`src/rtl/multiplier_controller_tainttrack1bit.sv`:
```
// Control FSM for a shift-and-add sequential multiplier with 1-bit taint
// tracking. Walks the multiplier bits LSB first, issuing add/shift strobes
// to the datapath, and carries a sticky taint bit that marks every control
// output once any tainted input has influenced the control flow.
module multiplier_controller_tainttrack1bit #(
  parameter int WIDTH = 4
) (
  input  logic             clk,
  input  logic             rst,
  input  logic             start,
  input  logic             start_t,
  input  logic [WIDTH-1:0] multiplierReg,
  input  logic             multiplierReg_t,
  output logic             mrld,
  output logic             mrld_t,
  output logic             mdld,
  output logic             mdld_t,
  output logic             rsclear,
  output logic             rsclear_t,
  output logic             rsload,
  output logic             rsload_t,
  output logic             rsshr,
  output logic             rsshr_t,
  output logic             busy,
  output logic             done,
  output logic             done_t
);

  localparam int CW = $clog2(WIDTH);
  localparam logic [CW-1:0] LAST = CW'(WIDTH - 1);

  typedef enum logic [2:0] {
    IDLE,
    LOAD,
    CHECK,
    ADD,
    SHIFT,
    DONE
  } state_e;

  state_e        state_q, state_d;
  logic [CW-1:0] cnt_q, cnt_d;
  logic          taint_q, taint_d;

  logic mrld_q, mdld_q, rsclear_q, rsload_q, rsshr_q, busy_q, done_q;

  // Next-state, bit counter and sticky taint absorption.
  always_comb begin
    state_d = state_q;
    cnt_d   = cnt_q;
    taint_d = taint_q;
    unique case (state_q)
      IDLE: begin
        if (start) begin
          state_d = LOAD;
          taint_d = taint_q | start_t;
        end
      end
      LOAD: begin
        state_d = CHECK;
        cnt_d   = '0;
      end
      CHECK: begin
        // The branch depends on multiplier data, so its taint sticks.
        taint_d = taint_q | multiplierReg_t;
        state_d = multiplierReg[cnt_q] ? ADD : SHIFT;
      end
      ADD: begin
        state_d = SHIFT;
      end
      SHIFT: begin
        if (cnt_q == LAST) begin
          state_d = DONE;
        end else begin
          cnt_d   = cnt_q + 1'b1;
          state_d = CHECK;
        end
      end
      DONE: begin
        state_d = IDLE;
      end
      default: begin
        state_d = IDLE;
      end
    endcase
  end

  // State register; Moore outputs are registered by decoding the next state,
  // which keeps them aligned with the state they belong to.
  always_ff @(posedge clk) begin
    if (rst) begin
      state_q   <= IDLE;
      cnt_q     <= '0;
      taint_q   <= 1'b0;
      mrld_q    <= 1'b0;
      mdld_q    <= 1'b0;
      rsclear_q <= 1'b0;
      rsload_q  <= 1'b0;
      rsshr_q   <= 1'b0;
      busy_q    <= 1'b0;
      done_q    <= 1'b0;
    end else begin
      state_q   <= state_d;
      cnt_q     <= cnt_d;
      taint_q   <= taint_d;
      mrld_q    <= (state_d == LOAD);
      mdld_q    <= (state_d == LOAD);
      rsclear_q <= (state_d == LOAD);
      rsload_q  <= (state_d == ADD);
      rsshr_q   <= (state_d == SHIFT);
      busy_q    <= (state_d != IDLE);
      done_q    <= (state_d == DONE);
    end
  end

  assign mrld    = mrld_q;
  assign mdld    = mdld_q;
  assign rsclear = rsclear_q;
  assign rsload  = rsload_q;
  assign rsshr   = rsshr_q;
  assign busy    = busy_q;
  assign done    = done_q;

  // Every control-output taint follows the sticky taint, asserted or not.
  assign mrld_t    = taint_q;
  assign mdld_t    = taint_q;
  assign rsclear_t = taint_q;
  assign rsload_t  = taint_q;
  assign rsshr_t   = taint_q;
  assign done_t    = taint_q;

endmodule

```
`config.mk`:
```
export PLATFORM = sky130hd
export DESIGN_NAME = multiplier_controller_tainttrack1bit
export DESIGN_NICKNAME = d
export VERILOG_FILES = /design/src/rtl/multiplier_controller_tainttrack1bit.sv
export SDC_FILE = /design/constraint.sdc
export NUM_CORES = 1
export LEC_CHECK = 0
export CAP_MARGIN = 10
export CELL_PAD_IN_SITES_DETAIL_PLACEMENT = 1
export CELL_PAD_IN_SITES_GLOBAL_PLACEMENT = 2
export CORE_MARGIN = 2
export CORE_UTILIZATION = 23
export CTS_CLUSTER_DIAMETER = 60
export DETAILED_ROUTE_END_ITERATION = 16
export GPL_TIMING_DRIVEN = 0
export PLACE_DENSITY = 0.8
export SYNTH_ARGS = -nofsm -noshare
export SYNTH_HDL_FRONTEND = slang
export SYNTH_SLANG_ARGS = --single-unit
```
`constraint.sdc`:
```
create_clock -name clk -period 1.74 [get_ports clk]
set_clock_uncertainty 0.05 [all_clocks]
set_input_delay 0.348 -clock clk [delete_from_list [all_inputs] [get_ports clk]]
set_output_delay 0.348 -clock clk [all_outputs]
set_load 0.05 [all_outputs]
```
* Word level (Yosys, flattened, before mapping)
Cells that the tools add are included.
** Cells by class
- Shift operators :: 0
- Reduce and logical (&&, ||, !) cells :: 6
- Bitwise logic cells :: 2
- $add $sub $neg :: 1
- Mux-type cells :: 10
- Equal/unequal tests :: 11
- Order comparisons :: 1
- Div/mod/pow operators :: 0
- Multiply operators :: 0
** Operators by type and width (number)
- 3-bit case mux with 5 select lines :: 1
- 3-bit by 2-bit == test with 1-bit output, second input constant :: 3
- 3-bit == test, second input constant :: 3
- 3-bit two-way mux :: 3
- 3-bit by 1-bit == test with 1-bit output, second input constant :: 2
- 2-bit inequality test, second input constant :: 2
- 2-bit case mux with 2 select lines :: 1
- 2-bit AND reduction :: 2
- 2-bit nonzero test :: 2
- 3-bit logical NOT :: 1
- 2-bit by 3-bit less-than comparator with 1-bit output, second input constant :: 1
- 3-bit nonzero test :: 1
- 2-bit by 1-bit adder with 2-bit output, second input constant :: 1
- 1-bit binary-select mux with 2-bit select :: 1
- 2-bit == test, second input constant :: 1
- 1-bit two-way mux :: 2
- 2-bit two-way mux :: 1
- 1-bit OR :: 2
- 1-bit case mux with 2 select lines :: 1
** Word-level totals
- Output and inout bits :: 13
- RAM bits :: 0
- Input bits :: 9
- Memories kept :: 0
- Bits in latches :: 0
- Flip-flop bits (word level) :: 11
- ROM bits :: 0
- Word-level logic and storage cells :: 39

* Longest topological paths before layout
Gate-level depths: netlist (run 1).
- Depth in word-level cells :: 5
- Mapped depth :: 4
- Mapped depth without buffers :: 4

* Least setup slack after synthesis (run 1)
OpenSTA, ideal clock, no wires.
- Kind :: register to output
- Start point :: register taint_q, in the netlist done_t
- End point :: output port mdld_t
- Required time :: 1.342 ns
- Setup slack :: 0.349 ns
- Buffers on the path :: 1
- Data arrival time :: 0.993 ns
- Cell stages (with the launch flop) :: 2
- Cells stage by stage :: dfxtp_1 -> buf_4
** RTL lines
- start, declared :: line 43 : logic taint_q, taint_d;
- start signal, assigned :: line 105 : taint_q <= taint_d;
- end, declared :: line 17 : output logic mdld_t,
No word-level cell between the ends.

* Worst setup path after layout (run 1)
- Start point :: register taint_q, in the netlist done_t
- End point :: output port done_t
** RTL lines
- end, declared :: line 26 : output logic done_t
No word-level cell between the ends.

==> results of run 1 <==
## synthesized netlist by cell type, drive strengths merged (2+ instances only)
cell type	number	area share
dfxtp	11	0.39
buf	9	0.11
nor2	5	0.033
and2	3	0.033
inv	3	0.020
nor2b	3	0.033
o21ai	3	0.027
a21oi	2	0.018
a22oi	2	0.051
mux2	2	0.047
## final cells by class
| class | instances | area [sq um] |
|---|---|---|
| Multi-Input combinational cell | 36 | 268 |
| Inverter | 3 | 11.3 |
| Clock buffer | 4 | 26.3 |
| Tap cell | 28 | 35.0 |
| Buffer | 9 | 62.6 |
| Sequential cell | 11 | 220 |
| Fill cell | 276 | 1430 |
| Timing Repair Buffer | 21 | 203 |
## flip-flops by register name, indices dropped and copies added (netlist names)
name / count
cnt_q: 2
state_q: 3
rsclear: 1
done: 1
done_t: 1
busy: 1
rsload: 1
rsshr: 1
## placed cells by master (no fill, tap or decap)
master,synthesis,final
clkbuf_4,0,3
clkbuf_1,0,1
o32ai_1,1,1
ha_1,1,1
buf_4,7,8
clkdlybuf4s15_2,0,4
dlygate4sd2_1,0,8
nor4_1,1,1
nor2b_1,3,3
a22oi_4,1,1
o21a_1,1,1
a41o_1,1,1
nor4bb_1,1,1
nor2_1,5,5
o21ai_0,3,3
a21oi_1,2,2
nor4b_1,1,1
o21bai_1,1,1
buf_2,2,2
nor3_1,1,1
and2_1,3,3
dfxtp_1,11,11
nand2_1,1,1
nor3b_1,1,1
a22oi_1,1,1
nand3_1,1,1
mux2_2,1,1
clkdlybuf4s50_1,0,8
and4_1,1,1
inv_1,3,3
a311oi_1,1,1
mux2_4,1,1
o211a_1,1,1
o221a_2,1,1
## metal layers
metal  up-vias  wire, um
met5         -         0
met4         0        12
met3         5       114
met2        19       617
met1       238       656
li1        257         -
## repair_timing
| item | 4_1_cts | 5_1_grt |
|---|---|---|
| hold buffers | 0 | 0 |
| gates resized for setup | 22 | 0 |
| setup endpoints to repair | 13 | 0 |
## worst min-delay path by stage
stage,end,from,depth (start not counted),slack [ns]
after floorplan,cnt_q[0],rst,1,0.37
after global placement,rsclear,state_q[1],2,0.50
after detailed placement,rsclear,state_q[1],2,0.50
after CTS,rsclear,state_q[1],2,0.52
after global routing,cnt_q[1],cnt_q[1],1,0.56
final,rsclear,state_q[1],2,0.51
## power groups by stage
stage,combinational (mW),clock (mW),sequential [mW]
2_1_floorplan,0.160,0,0.320
3_3_place_gp,0.277,0,0.289
3_5_place_dp,0.280,0,0.290
4_1_cts,0.268,0.182,0.285
5_1_grt,0.281,0.199,0.287
6_report,0.265,0.173,0.284
## logic make-up (layout without fill, tap and decap cells)
group / count (synthesis) / count (layout)
compound gates: 14 / 14
fa+ha+maj: 1 / 1
buf+inv: 12 / 37
flops: 11 / 11
mux: 2 / 2
simple gates: 19 / 19
## stage by stage
stage	total power, mW	instances	hold slack, ns
3_5_place_dp	0.570	108	0.498
5_1_grt	0.767	112	0.557
4_1_cts	0.735	112	0.517
3_3_place_gp	0.566	108	0.496
2_1_floorplan	0.480	59	0.367
6_report	0.722	112	0.511
## tightest hold or removal path: stages, from the launching register on
cell     delay, ns
dfxtp_1       0.33
nor3_1        0.06
and2_1        0.13
==> impl_metrics.py, run 1 <==
metrics = {
    "floorplanning": {
        "pin_count": 22,
        "die-area_sq_mm": 0.00285,
        "die_w_um": 53.4,
        "core.rowCount": 17,
        "die_y_um": 53.4,
        "start_util": 0.249,
        "core_area_sq_mm": 0.00225,
    },
    "timing": {
        "clock.fmax_mhz": 599,
        "slew_headroom": 0.673,
        "setup-tns-final_ns": 0,
        "slew_viol_final": 0,
        "setup_viol": 0,
        "period_needed_ns": 1.67,
        "min_period_over_period": 0.960,
        "tightest_slew_ns": 0.493,
        "worst_slack_ns": 0.0692,
        "hold_violations": 0,
        "grt_setup_unrepaired": "no",
    },
    "clocking": {
        "clock-sinks": 11,
        "cts.clk_slew.worst_paths_ns": 0.07,
        "cts_tree": "done",
        "post_cts_buffers": 0,
        "cts_made_buffers": 3,
        "insertion_delay_ns": 0.27,
        "clockBufferDepth": 2,
        "h-tree-depth": 1,
        "ctsRootBufferMaster": "clkbuf_4",
    },
    "synth": {
        "synth_compound_area_frac": 0.209,
        "synth_fp_nets": 69,
        "synth_top_family_by_area": "compound AO/OA/AOI/OAI gates",
        "synthMuxAreaShare": 0.0468,
        "syn_area_sq_um": 562,
        "synth_cells": 59,
        "synth-seq-area-share": 0.392,
        "synth_adder_area_share": 0.0223,
        "synth_warnings": 0,
        "ys_ff_latch": 11,
        "synth_xor_area_frac": 0,
        "yosys_most_used_dff": "dfxtp_1",
        "synthSimpleGateAreaFrac": 0.198,
        "synth_edf_count": 0,
        "async_reset_ff_frac": 0,
        "avgSynthCellArea_sq_um": 9.52,
        "synthDistinctLibCells": 29,
    },
    "setup_path": {
        "reg2reg_to": "cnt_q[1]",
        "setup.worst_path.class": "flop to primary output",
        "r2r_cells": 4,
        "regToRegSetupSlack_ns": 0.28,
        "path_buf_inv": 1,
        "cp.depth": 1,
        "cp.arrival_ns": 1.27,
        "endpoint_kind": "primary output",
        "path_delay_family": "buffers and inverters",
        "worst_path_largest_cell_delay_ns": 0.56,
        "crit_path_start_kind": "flop",
        "path_cells": "dlygate4sd2_1",
        "required_ns": 1.34,
        "reg2reg_from": "cnt_q[0]",
        "endpoint": "done_t",
        "crit_slowest_cell": "dlygate4sd2_1",
        "path_max_fanout": 7,
        "startpoint": "done_t",
    },
    "power_and_ir_drop": {
        "internal_power_uw": 460,
        "seqPwrFrac": 0.394,
        "powerDensity_mw_per_mm2": 875,
        "p_comb_frac": 0.366,
        "power.share.clock": 0.240,
        "sw_frac_of_total": 0.363,
        "power_switching_uw": 262,
        "cellLeakagePower_nw": 0.379,
        "vdd_ir_drop_max_uv": 437,
    },
    "grt": {
        "use_met3": 0.0593,
        "grt_first_pass_wirelength_mm": 2.15,
        "grt_remaining_overflow": 0,
        "grt_pass1_vias": 464,
        "grt_max_degree": 11,
        "use_met2": 0.152,
        "grt_use_total": 0.107,
        "antenna_found_initial": 0,
        "busiest_layer": "met2",
        "use_met1": 0.140,
    },
    "min_path": {
        "hold_path.class": "flop to flop",
    },
    "routing": {
        "firstDrtPassIters": 4,
        "via_per_inst": 4.63,
        "wl_mm": 1.40,
        "drc_errors": 0,
        "post_drt_wl_per_cell_um": 12.5,
        "drt_iter0_drc": 2,
        "ant_nets": 0,
        "num_vias": 519,
    },
    "flow_run": {
        "drv_cap": 0,
    },
    "placed_design": {
        "dpl.hpwl_mm": 1.06,
        "preCtsSetupSlack_ns": -0.0108,
        "port_buffers": 21,
        "placed_cell_area_sq_um": 807,
        "routabilityCongestion": 0.687,
    },
    "run_status": {
        "status": "completed",
    },
    "final_layout": {
        "final_area_sq_um": 826,
        "antenna_cells": 0,
        "post-route-util": 0.366,
        "syn_to_final_growth_pct": 47.0,
        "final_nets": 95,
        "drive_gt1_frac": 0.250,
    },
}
Note: power is estimated with default switching activity, not from simulation.
==> inputs of run 2 (changes only) <==
==> constraint.sdc (replaced) <==
create_clock -name clk -period 1.7 [get_ports clk]
set_clock_uncertainty 0.05 [all_clocks]
set_input_delay 0.34 -clock clk [delete_from_list [all_inputs] [get_ports clk]]
set_output_delay 0.34 -clock clk [all_outputs]
set_load 0.05 [all_outputs]
==> run 2 against run 1 <==
Clock power is 3% higher. Sequential share of layout area is 0.12 points higher. Critical path type unchanged. Power is 2.4% higher. Largest power group unchanged. First-iteration DRC count stayed put. Sequential power is 2% higher. Cell count stayed put.
==> impl_metrics.py, run 2 (same netlist as run 1, synthesis figures left out) <==
metrics = {
    "run_status": {
        "status": "completed",
    },
    "min_path": {
        "hold_path.class": "flop to flop",
        "hold_start": "state_q[1]",
        "hold_end": "rsclear",
        "hold-path-cell-count": 2,
    },
    "final_layout": {
        "largest_reg_flops": 3,
        "syn_to_final_growth_pct": 46.3,
        "final_cell_mix": "dfxtp_1, buf_4, clkdlybuf4s50_1",
        "final_area_sq_um": 822,
        "final_nets": 95,
        "drive_gt1_frac": 0.262,
        "top_register": "state_q",
        "antenna_cells": 0,
        "reg.largest.list": "state_q (3), cnt_q (2)",
        "final_common_cell": "dfxtp_1",
    },
    "clocking": {
        "clockBufferDepth": 2,
        "cts_tree": "done",
        "ctsRootBufferMaster": "clkbuf_4",
        "cts_made_buffers": 3,
        "clock-sinks": 11,
        "cts.clk_slew.worst_paths_ns": 0.07,
        "h-tree-depth": 1,
        "cts_hold_buf": 0,
        "insertion_delay_ns": 0.27,
    },
    "setup_path": {
        "crit_slowest_cell": "dlygate4sd2_1",
        "r2r_cells": 4,
        "regToRegSetupSlack_ns": 0.24,
        "path_delay_family": "buffers and inverters",
        "worst_path_largest_cell_delay_ns": 0.51,
        "path_buf_inv": 2,
        "required_ns": 1.31,
        "cp.arrival_ns": 1.23,
        "path_max_fanout": 3,
        "path_cells": "buf_4 -> dlygate4sd2_1",
        "setup.worst_path.class": "flop to primary output",
        "endpoint_kind": "primary output",
        "crit_path_start_kind": "flop",
        "reg2reg_from": "cnt_q[0]",
        "reg2reg_to": "cnt_q[1]",
    },
    "floorplanning": {
        "die-area_sq_mm": 0.00285,
        "start_util": 0.249,
        "core.rowCount": 17,
        "core_area_sq_mm": 0.00225,
        "die_w_um": 53.4,
        "die_y_um": 53.4,
        "pin_count": 22,
    },
    "routing": {
        "drt_iter0_drc": 2,
        "ant_nets": 0,
        "wl_mm": 1.40,
        "drc_errors": 0,
        "via_per_inst": 4.63,
        "num_vias": 518,
        "post_drt_wl_per_cell_um": 12.5,
        "firstDrtPassIters": 4,
    },
    "grt": {
        "grt_first_pass_wirelength_mm": 2.15,
        "antenna_found_initial": 0,
        "grt_use_total": 0.107,
        "grt_remaining_overflow": 0,
        "grt_pass1_vias": 464,
        "grt_max_degree": 11,
    },
    "placed_design": {
        "preCtsSetupSlack_ns": -0.0428,
        "placed_cell_area_sq_um": 807,
        "port_buffers": 21,
        "routabilityCongestion": 0.687,
        "dpl.hpwl_mm": 1.06,
    },
    "timing": {
        "setup_viol": 0,
        "period_needed_ns": 1.62,
        "slew_headroom": 0.679,
        "tightest_slew_ns": 0.484,
        "grt_setup_unrepaired": "no",
        "worst_slack_ns": 0.0770,
        "clock.fmax_mhz": 616,
        "hold_violations": 0,
        "min_period_over_period": 0.955,
        "slew_viol_final": 0,
    },
    "power_and_ir_drop": {
        "powerDensity_mw_per_mm2": 899,
        "sw_frac_of_total": 0.364,
        "vdd_ir_drop_max_uv": 453,
        "power.share.clock": 0.241,
        "power_switching_uw": 269,
        "seqPwrFrac": 0.394,
        "internal_power_uw": 470,
        "cellLeakagePower_nw": 0.377,
        "p_comb_frac": 0.366,
    },
    "flow_run": {
        "drv_cap": 0,
    },
}
run 2: changes by cell type in the layout (fill, tap and decap cells not counted):
cell / change
clkbuf_2: +1
dlygate4sd2_1: -1
run 2: worst max path at each step:
| stage | startpoint | endpoint | slack [ns] | depth (start not counted) |
|---|---|---|---|---|
| floorplan | done_t | mdld_t | 0.32 | 1 |
| global placement | done_t | mdld_t | -0.03 | 2 |
| detailed placement | done_t | rsshr_t | -0.04 | 2 |
| CTS | done_t | done_t | 0.02 | 1 |
| global route | rsclear | mrld | 0.01 | 2 |
| finish | rsclear | mrld | 0.08 | 2 |
run 2: area by class of cell:
type,instances,area (sq um)
plain buffers,9,62.6
flip-flops and latches,11,220
multi-input cells,36,268
inverters,3,11.3
clock buffers,4,26.3
fillers,277,1430
well taps,28,35.0
repair buffers,21,199
run 2: worst reg2reg max path, stage by stage, from the launching register on:
cell     delay [ns]
dfxtp_1        0.38
ha_1           0.29
nor3b_1        0.28
a22oi_1        0.11
o221a_2        0.25
run 2: what timing repair did:
item,4_1_cts,5_1_grt
resized for setup,22,2
setup buffers,0,0
gates cloned,0,0
endpoints found under the setup margin,13,1
run 2: per-layer routing:
layer / GRT usage / vias up / part of all wire
met3: 0.0593 / 5 / 0.081
li1: - / 257 / -
met2: 0.152 / 19 / 0.44
met1: 0.140 / 237 / 0.47
met5: 0 / - / 0
met4: 0.0256 / 0 / 0.0086
run 2: through the flow:
step | total power, mW | cells | utilization | TNS [ns] | hold WS [ns]
after CTS | 0.752 | 112 | 0.366 | 0 | 0.517
after global routing | 0.785 | 112 | 0.365 | 0 | 0.557
after global placement | 0.579 | 108 | 0.358 | -0.133 | 0.496
final | 0.739 | 112 | 0.365 | 0 | 0.512
after detailed placement | 0.584 | 108 | 0.358 | -0.194 | 0.498
after floorplan | 0.491 | 59 | - | 0 | 0.359
run 2: power groups by stage:
stage / logic, mW / registers, mW / clock network (mW)
final: 0.270 / 0.291 / 0.178
after global routing: 0.286 / 0.294 / 0.204
after CTS: 0.274 / 0.291 / 0.187
after detailed placement: 0.287 / 0.297 / 0
after global placement: 0.283 / 0.296 / 0
after floorplan: 0.164 / 0.328 / 0
==> inputs of run 3 (changes only) <==
--- a/config.mk
+++ b/config.mk
@@ -10,10 +10,11 @@
 export CELL_PAD_IN_SITES_GLOBAL_PLACEMENT = 2
 export CORE_MARGIN = 2
 export CORE_UTILIZATION = 23
-export CTS_CLUSTER_DIAMETER = 60
 export DETAILED_ROUTE_END_ITERATION = 16
 export GPL_TIMING_DRIVEN = 0
 export PLACE_DENSITY = 0.8
+export SLEW_MARGIN = 10
 export SYNTH_ARGS = -nofsm -noshare
 export SYNTH_HDL_FRONTEND = slang
 export SYNTH_SLANG_ARGS = --single-unit
+export TNS_END_PERCENT = 10
==> run 3 against run 2 <==
Non-clock buffer count did not move. Cell area fell by 2.1%. Hold slack barely moved. Combinational power barely moved.
==> impl_metrics.py, run 3 (same netlist as run 1, synthesis figures left out) <==
metrics = {
    "setup_path": {
        "regToRegSetupSlack_ns": 0.24,
        "setup.worst_path.class": "flop to primary output",
        "path_cells": "dlygate4sd2_1",
        "path_buf_inv": 1,
        "endpoint_kind": "primary output",
        "path_delay_family": "buffers and inverters",
        "cp.arrival_ns": 1.15,
        "reg2reg_to": "cnt_q[1]",
        "crit_path_start_kind": "flop",
        "crit_slowest_cell": "dlygate4sd2_1",
        "path_max_fanout": 3,
        "r2r_cells": 4,
        "worst_path_largest_cell_delay_ns": 0.53,
        "required_ns": 1.31,
        "reg2reg_from": "cnt_q[0]",
    },
    "clocking": {
        "cts_made_buffers": 3,
        "clock-sinks": 11,
        "cts.clk_slew.worst_paths_ns": 0.07,
        "insertion_delay_ns": 0.27,
        "cts_hold_buf": 0,
        "h-tree-depth": 1,
        "clockBufferDepth": 2,
        "post_cts_buffers": 0,
        "ctsRootBufferMaster": "clkbuf_4",
        "cts_tree": "done",
    },
    "routing": {
        "drc_errors": 0,
        "via_per_inst": 4.63,
        "wl_mm": 1.41,
        "post_drt_wl_per_cell_um": 12.6,
        "num_vias": 518,
        "firstDrtPassIters": 4,
        "drt_iter0_drc": 2,
        "ant_nets": 0,
    },
    "grt": {
        "grt_first_pass_wirelength_mm": 2.17,
        "grt_remaining_overflow": 0,
        "grt_use_total": 0.109,
        "antenna_found_initial": 0,
        "grt_pass1_vias": 465,
        "grt_max_degree": 11,
    },
    "timing": {
        "tightest_slew_ns": 0.484,
        "min_period_over_period": 0.905,
        "setup_viol": 0,
        "slew_headroom": 0.679,
        "period_needed_ns": 1.54,
        "slew_viol_final": 0,
        "hold_violations": 0,
        "grt_setup_unrepaired": "no",
        "clock.fmax_mhz": 650,
        "worst_slack_ns": 0.162,
    },
    "power_and_ir_drop": {
        "cellLeakagePower_nw": 0.377,
        "power_switching_uw": 270,
        "seqPwrFrac": 0.393,
        "power.share.clock": 0.240,
        "vdd_ir_drop_max_uv": 454,
        "powerDensity_mw_per_mm2": 921,
        "p_comb_frac": 0.367,
        "sw_frac_of_total": 0.364,
        "internal_power_uw": 471,
    },
    "placed_design": {
        "preCtsSetupSlack_ns": -0.0428,
        "port_buffers": 21,
        "dpl.hpwl_mm": 1.06,
        "placed_cell_area_sq_um": 807,
        "routabilityCongestion": 0.687,
    },
    "final_layout": {
        "syn_to_final_growth_pct": 43.2,
        "final_cell_mix": "buf_4, dfxtp_1, clkdlybuf4s50_1",
        "final_common_cell": "buf_4",
        "multiInputGateArea_sq_um": 268,
        "largest_reg_flops": 3,
        "final_area_sq_um": 805,
        "nFillCells": 279,
        "drive_gt1_frac": 0.286,
        "top_register": "state_q",
        "antenna_cells": 0,
        "reg.largest.list": "state_q (3), cnt_q (2)",
        "regArea_sq_um": 220,
        "final_nets": 95,
    },
    "min_path": {
        "hold_start": "state_q[1]",
        "hold_end": "rsclear",
        "hold-path-cell-count": 2,
        "hold_path.class": "flop to flop",
    },
    "floorplanning": {
        "pin_count": 22,
        "core.rowCount": 17,
        "start_util": 0.249,
        "core_area_sq_mm": 0.00225,
        "die-area_sq_mm": 0.00285,
        "die_w_um": 53.4,
        "die_y_um": 53.4,
    },
    "flow_run": {
        "drv_cap": 0,
    },
    "run_status": {
        "status": "completed",
    },
}
[run 3: changes by cell type in the layout (fill, tap and decap cells not counted), sizes merged]
cell           change
buf                +6
clkdlybuf4s15      -4
dlygate4sd2        -2
[run 3: power by group through the flow]
stage | registers (mW) | logic, mW | clock network [mW]
global route | 0.294 | 0.288 | 0.204
detailed placement | 0.297 | 0.287 | 0
finish | 0.291 | 0.271 | 0.178
global placement | 0.296 | 0.283 | 0
floorplan | 0.328 | 0.164 | 0
CTS | 0.291 | 0.275 | 0.187
[run 3: area by class of cell]
class,count,share of cell area
clock buffers,4,0.0327
inverters,3,0.0140
repair buffers,21,0.226
well taps,28,0.0435
flip-flops and latches,11,0.274
plain buffers,9,0.0778
multi-input cells,36,0.333
[run 3: per-layer routing]
metal / global-route usage / wire (um)
met4: 0.0256 / 12
met5: 0 / 0
met3: 0.0593 / 116
met1: 0.141 / 664
met2: 0.154 / 616
[run 3: what timing repair did]
| item | 4_1_cts | 5_1_grt |
|---|---|---|
| endpoints found under the setup margin | 13 | 1 |
| pin swaps | 0 | 0 |
| resized for setup | 18 | 2 |
[run 3: per-stage QoR]
| stage | cells | util | power (mW) | hold slack [ns] | TNS, ns |
|---|---|---|---|---|---|
| after global placement | 108 | 0.358 | 0.579 | 0.496 | -0.133 |
| after floorplan | 59 | - | 0.491 | 0.359 | 0 |
| after global routing | 112 | 0.357 | 0.786 | 0.557 | 0 |
| after detailed placement | 108 | 0.358 | 0.584 | 0.498 | -0.194 |
| after CTS | 112 | 0.358 | 0.753 | 0.517 | 0 |
| final | 112 | 0.357 | 0.741 | 0.512 | 0 |
[run 3: worst max path at each step]
stage	depth (start not counted)	slack, ns	startpoint	to
2_1_floorplan	1	0.32	done_t	mdld_t
3_3_place_gp	2	-0.03	done_t	mdld_t
3_5_place_dp	2	-0.04	done_t	rsshr_t
4_1_cts	1	0.02	done_t	done_t
5_1_grt	1	0.12	rsclear	mdld
6_report	1	0.16	rsclear	mdld
